===== src/rtl/gb_pkg.sv =====
// Shared definitions for the DIV/TIMA/TMA/TAC timer block.
package gb_pkg;

  localparam logic [1:0] DIV_OFF  = 2'd0;
  localparam logic [1:0] TIMA_OFF = 2'd1;
  localparam logic [1:0] TMA_OFF  = 2'd2;
  localparam logic [1:0] TAC_OFF  = 2'd3;

  typedef enum logic {
    RUN    = 1'b0,
    RELOAD = 1'b1
  } timer_state_t;

  // Encoding matches TAC[1:0]; names give the input clock period in clk.
  typedef enum logic [1:0] {
    TAC_1024 = 2'b00,
    TAC_16   = 2'b01,
    TAC_64   = 2'b10,
    TAC_256  = 2'b11
  } tac_clk_sel_t;

endpackage


===== src/rtl/gb_timer_if.sv =====
// I/O bus slice seen by the timer: datapath strobes in, MDR read data out.
interface gb_timer_if;
  logic [15:0] addr;
  logic [7:0]  wdata;
  logic        we;
  logic        re;
  logic [7:0]  rdata;
  logic        hit;

  modport master (output addr, wdata, we, re, input rdata, hit);
  modport slave  (input addr, wdata, we, re, output rdata, hit);
endinterface


===== src/rtl/gb_timer_edge.sv =====
// TAC tap select plus falling-edge detect; inc is the TIMA increment event.
module gb_timer_edge
  import gb_pkg::*;
(
  input  logic       clk,
  input  logic       rst,
  input  logic [3:0] taps,   // indexed by TAC[1:0]
  input  logic [2:0] tac,
  output logic       inc
);
  tac_clk_sel_t sel;
  logic tap, sig, prev_sig;

  assign sel = tac_clk_sel_t'(tac[1:0]);

  always_comb begin
    tap = taps[0];
    case (sel)
      TAC_1024: tap = taps[0];
      TAC_16:   tap = taps[1];
      TAC_64:   tap = taps[2];
      TAC_256:  tap = taps[3];
      default:  tap = taps[0];
    endcase
  end

  // Built from the already-written cnt/TAC, so a DIV or TAC write can itself
  // pull sig low and produce an increment.
  assign sig = tac[2] & tap;
  assign inc = prev_sig & ~sig;

  always_ff @(posedge clk or negedge rst) begin
    if (!rst) prev_sig <= 1'b0;
    else      prev_sig <= sig;
  end
endmodule


===== src/rtl/gb_timer.sv =====
// Memory-mapped DIV/TIMA/TMA/TAC timer with one-clk overflow reload delay.
module gb_timer
  import gb_pkg::*;
#(
  parameter logic [15:0] BASE_ADDR = 16'hFF04,
  parameter int unsigned CNT_W     = 16
) (
  input  logic      clk,
  input  logic      rst,
  gb_timer_if.slave bus,
  output logic      timer_irq
);
  logic [CNT_W-1:0] cnt;
  logic [7:0]       tima, tma, rd;
  logic [2:0]       tac;
  timer_state_t     state;
  logic [15:0]      off;
  logic             hit, inc;
  logic             wr_div, wr_tima, wr_tma, wr_tac;

  assign off     = bus.addr - BASE_ADDR;
  assign hit     = (off[15:2] == '0);
  assign wr_div  = bus.we & hit & (off[1:0] == DIV_OFF);
  assign wr_tima = bus.we & hit & (off[1:0] == TIMA_OFF);
  assign wr_tma  = bus.we & hit & (off[1:0] == TMA_OFF);
  assign wr_tac  = bus.we & hit & (off[1:0] == TAC_OFF);

  gb_timer_edge u_edge (
    .clk  (clk),
    .rst  (rst),
    .taps ({cnt[7], cnt[5], cnt[3], cnt[9]}),
    .tac  (tac),
    .inc  (inc)
  );

  always_ff @(posedge clk or negedge rst) begin
    if (!rst) begin
      cnt <= '0;
      tma <= '0;
      tac <= '0;
    end else begin
      cnt <= wr_div ? '0 : cnt + CNT_W'(1);
      if (wr_tma) tma <= bus.wdata;
      if (wr_tac) tac <= bus.wdata[2:0];
    end
  end

  // Overflow leaves TIMA at 00 for one clk; the reload and irq land together.
  always_ff @(posedge clk or negedge rst) begin
    if (!rst) begin
      state     <= RUN;
      tima      <= '0;
      timer_irq <= 1'b0;
    end else begin
      timer_irq <= (state == RELOAD);
      case (state)
        RUN: begin
          if (wr_tima) tima <= bus.wdata;
          else if (inc) begin
            if (tima == 8'hFF) begin
              tima  <= 8'h00;
              state <= RELOAD;
            end else begin
              tima <= tima + 8'd1;
            end
          end
        end
        RELOAD: begin
          state <= RUN;
          if (wr_tima || wr_tma) tima <= bus.wdata;
          else                   tima <= tma;
        end
        default: state <= RUN;
      endcase
    end
  end

  always_comb begin
    rd = 8'hFF;
    if (hit) begin
      case (off[1:0])
        DIV_OFF:  rd = cnt[CNT_W-1 -: 8];
        TIMA_OFF: rd = tima;
        TMA_OFF:  rd = tma;
        TAC_OFF:  rd = {5'b11111, tac};
        default:  rd = 8'hFF;
      endcase
    end
  end

  assign bus.rdata = rd;
  assign bus.hit   = hit;
endmodule

===== src/flat_wrapper.sv =====
// flat-port wrapper written by rule: the top's interface ports become plain ports
module gb_timer_flat import gb_pkg::*;
#(
  parameter logic [15:0] BASE_ADDR = 16'hFF04,
  parameter int unsigned CNT_W     = 16
)
  (clk, rst, timer_irq, bus_addr, bus_wdata, bus_we, bus_re, bus_rdata, bus_hit);
  gb_timer_if bus_i ();
  input  logic clk;
  input  logic rst;
  output logic timer_irq;
  input wire logic [$bits(bus_i.addr)-1:0] bus_addr;
  input wire logic [$bits(bus_i.wdata)-1:0] bus_wdata;
  input wire logic [$bits(bus_i.we)-1:0] bus_we;
  input wire logic [$bits(bus_i.re)-1:0] bus_re;
  output wire logic [$bits(bus_i.rdata)-1:0] bus_rdata;
  output wire logic [$bits(bus_i.hit)-1:0] bus_hit;
  assign bus_i.addr = bus_addr;
  assign bus_i.wdata = bus_wdata;
  assign bus_i.we = bus_we;
  assign bus_i.re = bus_re;
  assign bus_rdata = bus_i.rdata;
  assign bus_hit = bus_i.hit;
  gb_timer #(.BASE_ADDR(BASE_ADDR), .CNT_W(CNT_W)) u_core (.clk(clk), .rst(rst), .bus(bus_i), .timer_irq(timer_irq));
endmodule

===== config.mk =====
export PLATFORM = sky130hd
export DESIGN_NAME = gb_timer_flat
export DESIGN_NICKNAME = d
export VERILOG_FILES = /design/src/rtl/gb_pkg.sv /design/src/rtl/gb_timer_if.sv /design/src/rtl/gb_timer_edge.sv /design/src/rtl/gb_timer.sv /design/src/flat_wrapper.sv
export SDC_FILE = /design/constraint.sdc
export NUM_CORES = 1
export LEC_CHECK = 0
export BUFFER_PORTS_ARGS = -buffer_cell sky130_fd_sc_hd__buf_2
export CORE_MARGIN = 4
export CORE_UTILIZATION = 51
export DETAILED_ROUTE_END_ITERATION = 6
export GPL_ROUTABILITY_DRIVEN = 0
export GPL_TIMING_DRIVEN = 0
export PLACE_DENSITY_LB_ADDON = 0.25
export SLEW_MARGIN = 20
export SYNTH_ARGS = -nofsm -noshare
export SYNTH_HDL_FRONTEND = slang
export SYNTH_SLANG_ARGS = --single-unit

===== constraint.sdc =====
create_clock -name clk -period 1.7 [get_ports clk]
set_input_delay 0.085 -clock clk [delete_from_list [all_inputs] [get_ports clk]]
set_output_delay 0.085 -clock clk [all_outputs]
set_load 0.1 [all_outputs]

==> impl_metrics.toml <==
[yosys]
synth_cell_types = 59
dominantRegCellSynth = "dfrtp_1"
synth_simple_gate_area_share_pct = 25.4
synth_xor_area_share_pct = 3.59
synth-compound-area-share_pct = 14.9
synth_mux_area_share_pct = 11.3
synth-edff-count = 0
synth_seq_area_share_pct = 39.0
syn-instance-count = 251
synth_fa_ha_area_share_pct = 1.03
ys_seq_elements = 38
synthTopCellsByArea = "dfrtp_1 39%, mux2_1 4.2%, nand2_1 3.5%"
synth_top_area_share_pct = 39.0
synth.largest_area_cell = "dfrtp_1"
syn_area_per_cell_um2 = 9.72
async_reset_ff_share_pct = 100
syn-cell-area_mm2 = 0.00244
syn-num-nets = 281
synth_top_family_by_area = "simple AND/OR/NAND/NOR gates"
yosysWarnings = 0

[sta]
max_slew_margin_pct = 42.1
fin_ws_ns = -0.00497
max_freq_mhz = 587
slew_viol_final = 0
worst_pin_slew_ns = 0.868
setup_tns_ns = -0.00497
hold_violations = 0
rsz0062_at_grt = "yes"
fin_crit_ns = 1.70
worst_clock_skew_ns = 0.00838
setup_viol = 1
finalCritPeriodShare_pct = 100

[die]
initial_utilization_pct = 54.1
die_h_um = 77.2
ios = 38
rows = 24
fp.dieW_um = 77.2
die-area_mm2 = 0.00595
core_mm2 = 0.00450

[job]
maxCapViolations = 0

[worst_hold_path]
hold-path-cell-count = 2
hp-class = "in2reg"

[grt]
grt_max_degree = 39
overflow = 0
antenna_found_initial = 0
grt_pass1_wl_um = 10700
gr-usage-all-layers_pct = 22.6
grt_pass1_vias = 2189

[layout]
final_cell_mix = "35 x dfrtp_1, 24 x buf_2, 18 x nand2_1, 17 x buf_4, 16 x buf_6"
utilization_pct = 70.6
stdcell_area_mm2 = 0.00318
layout-drive-gt1-share_pct = 38.4
final_common_cell = "dfrtp_1"
num_antenna_cells = 0
final.fill_count = 334
area_delta_synth_final_pct = 30.4
nets = 337

[route]
dr.pass1.iters = 5
first_iter_violations = 254
vias = 2313
viasPerCell = 6.44
route.detailed.drc = 0
wirelength_um = 6830
ant_nets = 0
routedWlPerCell_um = 19.0

[worst_setup_path]
cp.required_ns = 1.94
worstPathMaxFanout = 8
cp_top_family = "compound AO/OA/AOI/OAI gates"
crit_arrival_ns = 1.94
crit_path_top_delay_cell = "dfrtp_2"
critPathBufInv = 0
cpPeakStageDelay_ns = 0.45
critPathCaptureType = "flop"
path_class = "reg2reg"
r2r_cells = 5
cp.depth = 5
path_cells = "mux2i_4 > o221ai_4 > or3b_4 > a21oi_2 > a211o_1"
start_kind = "flop"

[power]
p_leak_nw = 1.37
finalPower_mw = 1.75
clockPowerShare_pct = 34.4
p_switching_uw = 470
internal_power_mw = 1.28
ir_drop_uv = 390
p_comb_share_pct = 10.6
seq_power_share_pct = 55.0
pwr_density_cell_mw_per_mm2 = 551
p_sw_share_pct = 26.8

[clock_network]
clockBufferDepth = 2
cts_max_level = 2
tritoncts = "done"
clock_sinks = 38
cts-root-buf = "clkbuf_8"
cts_inserted_buffers = 5
path_clk_slew_ns = 0.08
clock_latency_ns = 0.30

[placed_design]
port_buffers = 34
place_area_mm2 = 0.00276
hpwl_um = 4470

[status]
violations = "negative setup slack"
status = "finished, violations left"
[per-stage QoR]
step	instances	setup WS, ns	hold slack, ns
after CTS	349	-0.0347	0.0298
final	359	-0.00497	0.0287
after global routing	359	-0.0632	0.0529
after detailed placement	337	-0.454	0.253
after floorplan	251	-0.182	-0.211
after global placement	337	-0.440	0.255
[Yosys cell counts, drive strengths merged (2+ instances only)]
library cell	instances
a21o	2
a21oi	8
a31o	3
a31oi	5
a41oi	2
and2	2
and3	4
and4	3
buf	7
clkbuf	7
dfrtp	38
ha	2
inv	5
mux2	14
mux2i	5
mux4	3
nand2	23
nand2b	5
nand3	16
nand4	9
nand4b	3
nor2	15
nor2b	4
nor3	5
nor3b	3
nor4	4
o211ai	3
o21ai	16
o22ai	7
or3	4
xnor2	5
xor2	5
[flip-flops by register name (all words and copies together) (netlist names)]
name	count
u_core.cnt	16
u_core.state	1
u_core.tac	3
u_core.tima	8
u_core.timer_irq	1
u_core.tma	8
u_core.u_edge.prev_sig	1
[final cells by class]
type                    count  area [um^2]  area share [%]
clock buffers               5         68.8            2.16
inverters                   5         18.8           0.590
multi-input cells         194         1560            49.1
flip-flops and latches     38          955            30.0
plain buffers               9         95.1            2.99
clock inverters             2         10.0           0.315
well taps                  52         65.1            2.05
repair buffers             54          405            12.8
[metal layers]
metal	track usage [%]	share of wire, %
met5	0	0
met4	8.54	2.0
met3	5.15	7.2
met2	35.8	47
met1	30.1	44
[power by group through the flow]
stage	logic, mW	registers [mW]	clock network, mW
2_1_floorplan	0.0965	0.965	0
3_3_place_gp	0.164	0.970	0
3_5_place_dp	0.167	0.971	0
4_1_cts	0.178	0.955	0.607
5_1_grt	0.205	0.965	0.644
6_report	0.186	0.963	0.602
[cell families after synthesis]
kind of cell,count (synthesis)
mux,22
simple gates,105
xor+xnor,10
fa+ha+maj,2
flops,38
buf+inv,19
compound gates,55
[worst paths after layout]
| check | start | end | slack [ns] |
|---|---|---|---|
| max | u_core.tac[0]$_DFFE_PN0P_ | u_core.tima[3]$_DFFE_PN0P_ | -0.005 |
| min | bus_wdata[6] | u_core.tma[6]$_DFFE_PN0P_ | 0.03 |
| max reg2reg | u_core.tac[0]$_DFFE_PN0P_ | u_core.tima[3]$_DFFE_PN0P_ | -0.005 |
| min reg2reg | u_core.cnt[0]$_DFF_PN0_ | u_core.cnt[0]$_DFF_PN0_ | 0.46 |
| max in group asynchronous | rst | u_core.cnt[9]$_DFF_PN0_ | 0.66 |
| min in group asynchronous | rst | u_core.tima[3]$_DFFE_PN0P_ | 0.44 |
[repair_timing]
action,in CTS,in global routing
gates resized for setup,27,31
pin swaps,4,12
endpoints found under the setup margin,23,34
endpoints found under the hold margin,38,0
buffers inserted,7,10
cloned,0,2
hold buffers,1,0
No activity file was read; power rests on OpenSTA's default activity.
